--- config.mk ---
export PLATFORM = sky130hd
export DESIGN_NAME = l2_ff_array_dp
export DESIGN_NICKNAME = d
export VERILOG_FILES = /design/src/rtl/l2_ff_array_dp.sv
export SDC_FILE = /design/constraint.sdc
export NUM_CORES = 1
export LEC_CHECK = 0
export CAP_MARGIN = 20
export CORE_AREA = 2 2 282 284
export CTS_CLUSTER_DIAMETER = 30
export CTS_CLUSTER_SIZE = 30
export DETAILED_ROUTE_END_ITERATION = 7
export DIE_AREA = 0 0 284 286
export GPL_ROUTABILITY_DRIVEN = 0
export HOLD_SLACK_MARGIN = 0.1
export PLACE_DENSITY = 0.64
export RECOVER_POWER = 50
export SETUP_SLACK_MARGIN = 0.1
export SYNTH_ARGS = -nofsm -noshare
export SYNTH_HDL_FRONTEND = slang
export SYNTH_SLANG_ARGS = --single-unit
--- constraint.sdc ---
create_clock -name clk0 -period 11.01 [get_ports clk0]
set_input_delay 3.303 -clock clk0 [delete_from_list [all_inputs] [get_ports clk0]]
set_output_delay 3.303 -clock clk0 [all_outputs]
set_load 0.05 [all_outputs]
--- src/rtl/l2_ff_array_dp.sv ---
// Dual-port, byte-masked flop array for the L2 cache.
// Port 0 reads and writes; port 1 only writes (refills). Requests are staged for
// one cycle and commit at the following edge. A clear-sweep FSM zeroes every set,
// one per cycle, after reset and whenever flush is pulsed while idle.
module l2_ff_array_dp #(
  parameter int S_INDEX = 4,
  parameter int WIDTH   = 32
) (
  input  logic                   clk0,
  input  logic                   rst0,
  input  logic                   csb0,
  input  logic                   web0,
  input  logic [WIDTH/8-1:0]     wmask0,
  input  logic [S_INDEX-1:0]     addr0,
  input  logic [WIDTH-1:0]       din0,
  output logic [WIDTH-1:0]       dout0,
  input  logic                   csb1,
  input  logic [WIDTH/8-1:0]     wmask1,
  input  logic [S_INDEX-1:0]     addr1,
  input  logic [WIDTH-1:0]       din1,
  input  logic                   flush,
  output logic                   busy
);

  localparam int NUM_SETS = 2 ** S_INDEX;
  localparam int NBYTES   = WIDTH / 8;

  localparam logic ST_IDLE  = 1'b0;
  localparam logic ST_SWEEP = 1'b1;

  localparam logic [S_INDEX-1:0] CNT_LAST = {S_INDEX{1'b1}};
  localparam logic [S_INDEX-1:0] CNT_ONE  = S_INDEX'(1);

  // Sweep FSM
  logic               state_q, state_d;
  logic [S_INDEX-1:0] cnt_q, cnt_d;

  // Port 0 stage
  logic               p0_vld_q, p0_vld_d;
  logic               p0_we_q, p0_we_d;
  logic [NBYTES-1:0]  p0_mask_q, p0_mask_d;
  logic [S_INDEX-1:0] addr0_q, addr0_d;
  logic [WIDTH-1:0]   p0_din_q, p0_din_d;

  // Port 1 stage
  logic               p1_vld_q, p1_vld_d;
  logic [NBYTES-1:0]  p1_mask_q, p1_mask_d;
  logic [S_INDEX-1:0] p1_addr_q, p1_addr_d;
  logic [WIDTH-1:0]   p1_din_q, p1_din_d;

  // Storage
  logic [WIDTH-1:0]   mem_q [NUM_SETS];
  logic [WIDTH-1:0]   mem_d [NUM_SETS];

  logic cap0, cap1;

  assign busy = (state_q == ST_SWEEP);

  // A flush edge behaves like a busy edge for capture: same-cycle requests are dropped.
  assign cap0 = !csb0 && !busy && !flush;
  assign cap1 = !csb1 && !busy && !flush;

  // Read data follows the stored address; blanked while the array is being cleared.
  assign dout0 = busy ? '0 : mem_q[addr0_q];

  // Sweep FSM: one set cleared per edge, flush ignored once a sweep is running.
  always_comb begin
    state_d = state_q;
    cnt_d   = cnt_q;
    case (state_q)
      ST_IDLE: begin
        if (flush) begin
          state_d = ST_SWEEP;
          cnt_d   = '0;
        end
      end
      default: begin
        cnt_d = cnt_q + CNT_ONE;
        if (cnt_q == CNT_LAST) begin
          state_d = ST_IDLE;
        end
      end
    endcase
  end

  // Request staging: valid bits are single-shot, payload holds when not capturing.
  always_comb begin
    p0_vld_d  = cap0;
    p0_we_d   = p0_we_q;
    p0_mask_d = p0_mask_q;
    addr0_d   = addr0_q;
    p0_din_d  = p0_din_q;
    p1_vld_d  = cap1;
    p1_mask_d = p1_mask_q;
    p1_addr_d = p1_addr_q;
    p1_din_d  = p1_din_q;
    if (cap0) begin
      p0_we_d   = !web0;
      p0_mask_d = wmask0;
      addr0_d   = addr0;
      p0_din_d  = din0;
    end
    if (cap1) begin
      p1_mask_d = wmask1;
      p1_addr_d = addr1;
      p1_din_d  = din1;
    end
  end

  // Array next state: port 1 bytes first so port 0 overrides on a shared byte;
  // the sweep clear never coincides with a staged commit but is applied last anyway.
  always_comb begin
    mem_d = mem_q;
    if (p1_vld_q) begin
      for (int b = 0; b < NBYTES; b++) begin
        if (p1_mask_q[b]) begin
          mem_d[p1_addr_q][8*b +: 8] = p1_din_q[8*b +: 8];
        end
      end
    end
    if (p0_vld_q && p0_we_q) begin
      for (int b = 0; b < NBYTES; b++) begin
        if (p0_mask_q[b]) begin
          mem_d[addr0_q][8*b +: 8] = p0_din_q[8*b +: 8];
        end
      end
    end
    if (state_q == ST_SWEEP) begin
      mem_d[cnt_q] = '0;
    end
  end

  // Control and stage registers; reset forces a fresh sweep from set 0.
  always_ff @(posedge clk0) begin
    if (!rst0) begin
      state_q  <= ST_SWEEP;
      cnt_q    <= '0;
      p0_vld_q <= 1'b0;
      p1_vld_q <= 1'b0;
      addr0_q  <= '0;
    end else begin
      state_q  <= state_d;
      cnt_q    <= cnt_d;
      p0_vld_q <= p0_vld_d;
      p1_vld_q <= p1_vld_d;
      addr0_q  <= addr0_d;
    end
  end

  // Payload registers need no reset; they are only consumed behind a valid bit.
  always_ff @(posedge clk0) begin
    p0_we_q   <= p0_we_d;
    p0_mask_q <= p0_mask_d;
    p0_din_q  <= p0_din_d;
    p1_mask_q <= p1_mask_d;
    p1_addr_q <= p1_addr_d;
    p1_din_q  <= p1_din_d;
  end

  // Array storage is frozen while reset is held; the sweep clears it afterwards.
  always_ff @(posedge clk0) begin
    if (rst0) begin
      mem_q <= mem_d;
    end
  end

endmodule

======== Yosys cells after proc, flatten, opt, wreduce, memory -nomap -nowiden ========
Cells that the tools add are included.
storage, ports and cells
  flip-flop bits (word level) ............. 600
  word-level logic and storage cells ...... 106
cells by class
  add/subtract/negate cells ............... 1
  order comparisons ....................... 6
  eq/ne operators ......................... 1
  mux-type cells .......................... 52
  bitwise operators ....................... 5
  reductions and logical operators ........ 14
operators by type and width
  cell                                                                           number
  512-bit two-way mux                                                            17
  512-bit bitwise mux                                                            8
  32-bit demux with 4-bit select                                                 9
  512-bit bitwise AND                                                            1
  512-bit NOT                                                                    1
  32-bit two-way mux                                                             6
  32-bit binary-select mux with 4-bit select                                     1
  24-bit two-way mux                                                             2
  16-bit two-way mux                                                             2
  8-bit two-way mux                                                              2
  5-bit >= comparator (second input constant)                                    3
  5-bit by 1-bit less-than comparator with 1-bit output (second input constant)  3
  4-bit NOT with 5-bit output                                                    3
  1-bit logical AND                                                              8
  4-bit two-way mux                                                              2
  1-bit zero test                                                                5
  4-bit by 1-bit adder with 4-bit output (second input constant)                 1
  4-bit equality test (second input constant)                                    1
  1-bit two-way mux                                                              3
  2-bit nonzero test                                                             1

======== Longest topological paths before layout ========
  word-level depth ........................ 31
  depth in mapped cells ................... 8

======== Least setup slack after synthesis ========
OpenSTA, ideal clock, no wires.
  path type ............................... input to register
  from .................................... in flush
  to ...................................... reg p1_addr_q[0], enable pin
  setup time .............................. 0.488 ns
  arrival ................................. 6.114 ns
  data required time ...................... 10.522 ns
  setup slack ............................. 4.408 ns
  stages on the path ...................... 1
  path buffers ............................ 0
  cells stage by stage .................... nor3_1
on the way
  longest elaborated chain between the ends .. 2
ends and longest elaborated chain
  what                  line  source
  start, declared       21    input logic flush,
  1-bit zero test       61    assign cap1 = !csb1 && !busy && !flush;
  1-bit logical AND     61
  end signal, assigned  156   p1_addr_q <= p1_addr_d;
  end, declared         48    logic [S_INDEX-1:0] p1_addr_q, p1_addr_d;
No other way between the ends.
A chain may end at the register's enable or synchronous reset.

======== Final worst setup path ========
  from .................................... reg addr0_q[0]
  to ...................................... out dout0[7]
on the way
  longest elaborated chain between the ends .. 5
ends and longest elaborated chain
  what                                                    line  source
  start, declared                                         42    logic [S_INDEX-1:0] addr0_q, addr0_d;
  start signal, assigned                                  146   addr0_q <= addr0_d;
  4-bit NOT with 5-bit output (not written as such)       64    assign dout0 = busy ? '0 : mem_q[addr0_q];
  32-bit binary-select mux with 4-bit select              64
  32-bit two-way mux (not written as such) (2 in series)  64
  32-bit two-way mux                                      64
  end, declared                                           16    output logic [WIDTH-1:0] dout0,
No other way between the ends. The select of a mux whose other input is x is not followed.

==> impl_metrics.py <==
metrics = {
    "power": {
        "post-layout-total-power_mw": 7.059,
        "p_per_area_nw_per_um2": 173.4,
        "vdd_drop_max_v": 0.0001362,
        "power_leakage_nw": 16.98,
    },
    "floorplanning": {
        "ios": 119,
        "fp.coreArea_um2": 78360,
        "die_width_um": 284,
        "floorplan.die_area_um2": 81220,
        "std_cell_rows": 103,
        "floorplan.initialDensity_pct": 44.51,
        "die_height_um": 286,
    },
    "final_layout": {
        "layout.cells.most_common_list": "589 x sky130_fd_sc_hd__edfxtp_1, 581 x sky130_fd_sc_hd__mux2i_1, 522 x sky130_fd_sc_hd__o21ai_0",
        "diodes": 0,
        "post_route_cells_drive_above_1_share_pct": 14.95,
        "flow.area_growth_from_synthesis_pct": 16.73,
        "final_cell_area_um2": 40710,
        "final_nets": 3068,
        "final_common_cell": "sky130_fd_sc_hd__edfxtp_1",
    },
    "critical_path": {
        "worst_r2r_endpoint": "mem_q[286]",
        "critPathKind": "reg -> out",
        "worst-r2r-setup-slack_ns": 5.86,
        "cpLargestDelayFamily": "buffers and inverters",
        "slowest_delay_ns": 1.21,
        "ff2ff_path_depth": 6,
        "critPathArrivalTime_ns": 4.96,
        "highest_delay_cell_along_the_critical_path": "sky130_fd_sc_hd__dfxtp_1",
        "worstReg2RegStart": "addr0_q[0]",
        "buffers_and_inverters_on_the_worst_path": 2,
        "end_kind": "primary output",
        "timing.critical_path.cells": "buf_4 -> mux4_2 -> a22oi_1 -> o21ai_0 -> clkdlybuf4s50_1",
        "cp.required_ns": 7.71,
        "startpoint_type": "flip-flop",
        "crit_path_max_fanout": 51,
    },
    "cts": {
        "cts_max_path_buffers": 3,
        "post_cts_hold_buffer_count": 0,
        "htreeDepth": 4,
        "ctsRootBufferMaster": "sky130_fd_sc_hd__clkbuf_16",
        "insertion_delay_ns": 0.72,
        "cts_buffers": 136,
        "clk_sink_count": 600,
        "cts_tree": "yes",
        "post_cts.resized_instances": 0,
        "cts_setup_buffers": 0,
        "clk_transition_reported_paths_ns": 0.05,
    },
    "timing": {
        "setup_total_negative_slack_ns": 0,
        "timing.final.max_slew_violations": 0,
        "rsz_0062_raised_after_global_routing": "false",
        "hold_viol": 0,
        "maxClockFrequency_mhz": 121.0,
        "max_slew_margin_pct": 8.138,
        "worst_slew_pin_slew_ns": 1.378,
        "min_period_ns": 8.265,
        "finClkSkew_ns": 0.02857,
        "fin_crit_sh_pct": 75.07,
        "setup_slack_ns": 2.745,
        "finalSetupViolations": 0,
    },
    "detailed_routing": {
        "drtIter0Drc": 3264,
        "detail_route.wl_per_cell_um": 27.24,
        "drc": 0,
        "detail_route.vias_per_cell": 6.367,
        "wl_met2_um": 52870,
        "vias": 26320,
        "route.antenna.remaining_nets": 0,
        "routed.top_layer": "met4",
        "routed-wl-met3_um": 10490,
        "detail_route.wirelength.met1_um": 44290,
        "wl_um": 112600,
        "drt_pre_antenna_iters": 6,
    },
    "yosys": {
        "yosys_warnings": 0,
        "dominant_register_cell_in_the_synthesized_netlist": "sky130_fd_sc_hd__edfxtp_1",
        "synth_area_leaders": "sky130_fd_sc_hd__edfxtp_1 51%, sky130_fd_sc_hd__mux2i_1 17%, sky130_fd_sc_hd__a21oi_1 7.4%",
        "yosys.area.top_type": "sky130_fd_sc_hd__edfxtp_1",
        "async_reset_ff_share_pct": 0,
        "synth_largest_type_area_fraction_pct": 50.72,
        "syn_nets": 3033,
        "ys_types": 44,
        "synth_seq_area_share_pct": 51.35,
        "synth_edf_count": 589,
        "syn-mean-instance-area_um2": 11.85,
        "synth.ff_latch_count": 600,
        "post_synth_inst_count": 2943,
        "post_synthesis_instance_area_um2": 34870,
    },
    "min_path": {
        "hold_depth": 2,
        "holdCritStartpoint": "addr0_q[2]",
        "timing.hold.worst_endpoint": "addr0_q[2]",
        "timing.hold.worst.class": "reg -> reg",
    },
    "global_routing": {
        "pin_count_of_the_biggest_net_entering_global_routing": 164,
        "first_global_vias": 25670,
        "grt_overflow_total": 0,
        "antenna_found_initial": 3,
        "grt_first_pass_wirelength_um": 165500,
        "global_route.usage.total_pct": 27.08,
    },
    "placement": {
        "place.port_buffers": 118,
        "hpwl_um": 71120,
        "place_worst_setup_slack_ns": 4.069,
        "placement.cell_area_um2": 36360,
    },
    "status": {
        "status": "finished clean",
    },
    "run": {
        "maxCapViolCount": 0,
    },
}
[cells by family after synthesis]
kind of cell               after synthesis  synth area share [%]
muxes                                  709                 22.88
AOI/OAI and AO/OA                     1160                 17.47
buffers and inverters                  267                 4.079
and+or+nand+nor                        203                 4.086
DFF                                    600                 51.35
adders and majority gates                4                0.1435
[synth_stat cells, drive strengths merged (3+ instances only)]
master	n
edfxtp	589
mux2i	581
o21ai	546
a21oi	516
clkbuf	136
nand2	130
buf	126
a22oi	64
mux2	64
mux4	64
o221ai	32
dfxtp	11
nor2b	11
and3b	9
nand4b	8
and2	6
nor3b	6
and4b	5
inv	5
nand3	5
and3	4
ha	4
nand4	4
nor2	3
nor3	3
[routing by layer]
layer,global-route usage [%],vias up
met5,0,-
met3,6.340,285
li1,-,11690
met4,12.96,0
met1,34.80,12870
met2,43.35,1478
[flip-flops by register name (all words and copies together) (netlist names)]
signal / flops
addr0_q: 4
busy: 1
cnt_q: 4
mem_q: 512
p0_din_q: 32
p0_mask_q: 4
p0_vld_q: 1
p0_we_q: 1
p1_addr_q: 4
p1_din_q: 32
p1_mask_q: 4
p1_vld_q: 1
[area by class of cell]
class | instances | area (µm²)
inverters | 5 | 18.77
clock buffers | 162 | 3649
repair buffers | 159 | 1563
well taps | 1050 | 1314
flip-flops and latches | 600 | 17910
clock inverters | 82 | 832.0
fillers | 6780 | 37640
multi-input cells | 2076 | 15420
[through the flow]
stage / std cells / hold slack [ns] / util [%]
after floorplan: 2943 / 0.5433 / -
after global placement: 3885 / 0.5019 / 46.39
after detailed placement: 3886 / 0.5107 / 46.41
after CTS: 4130 / 0.5210 / 52.13
after global routing: 4134 / 0.5393 / 51.96
final: 4134 / 0.5195 / 51.96
[worst reg2reg max path, stage by stage, from the launching register on]
cell and delay [ns]:
sky130_fd_sc_hd__dfxtp_1 1.21, sky130_fd_sc_hd__buf_4 0.94, sky130_fd_sc_hd__and4b_1 0.37, sky130_fd_sc_hd__clkbuf_1 1.01
sky130_fd_sc_hd__nand2_1 0.86, sky130_fd_sc_hd__o21ai_0 0.43, sky130_fd_sc_hd__a21oi_1 0.07
[power by group]
part	switching, mW	internal [mW]
clock network	1.30	2.67
logic	0.182	0.159
registers	0.0702	2.68
[how the worst max path moves through the flow]
stage	from	to	cells after the start
floorplan	flush	p1_addr_q[0]	1
global placement	addr0_q[1]	dout0[8]	6
detailed placement	addr0_q[1]	dout0[20]	6
CTS	addr0_q[1]	dout0[16]	6
global route	addr0_q[0]	dout0[2]	5
finish	addr0_q[0]	dout0[7]	5
Note: power is estimated with default switching activity, not from simulation.
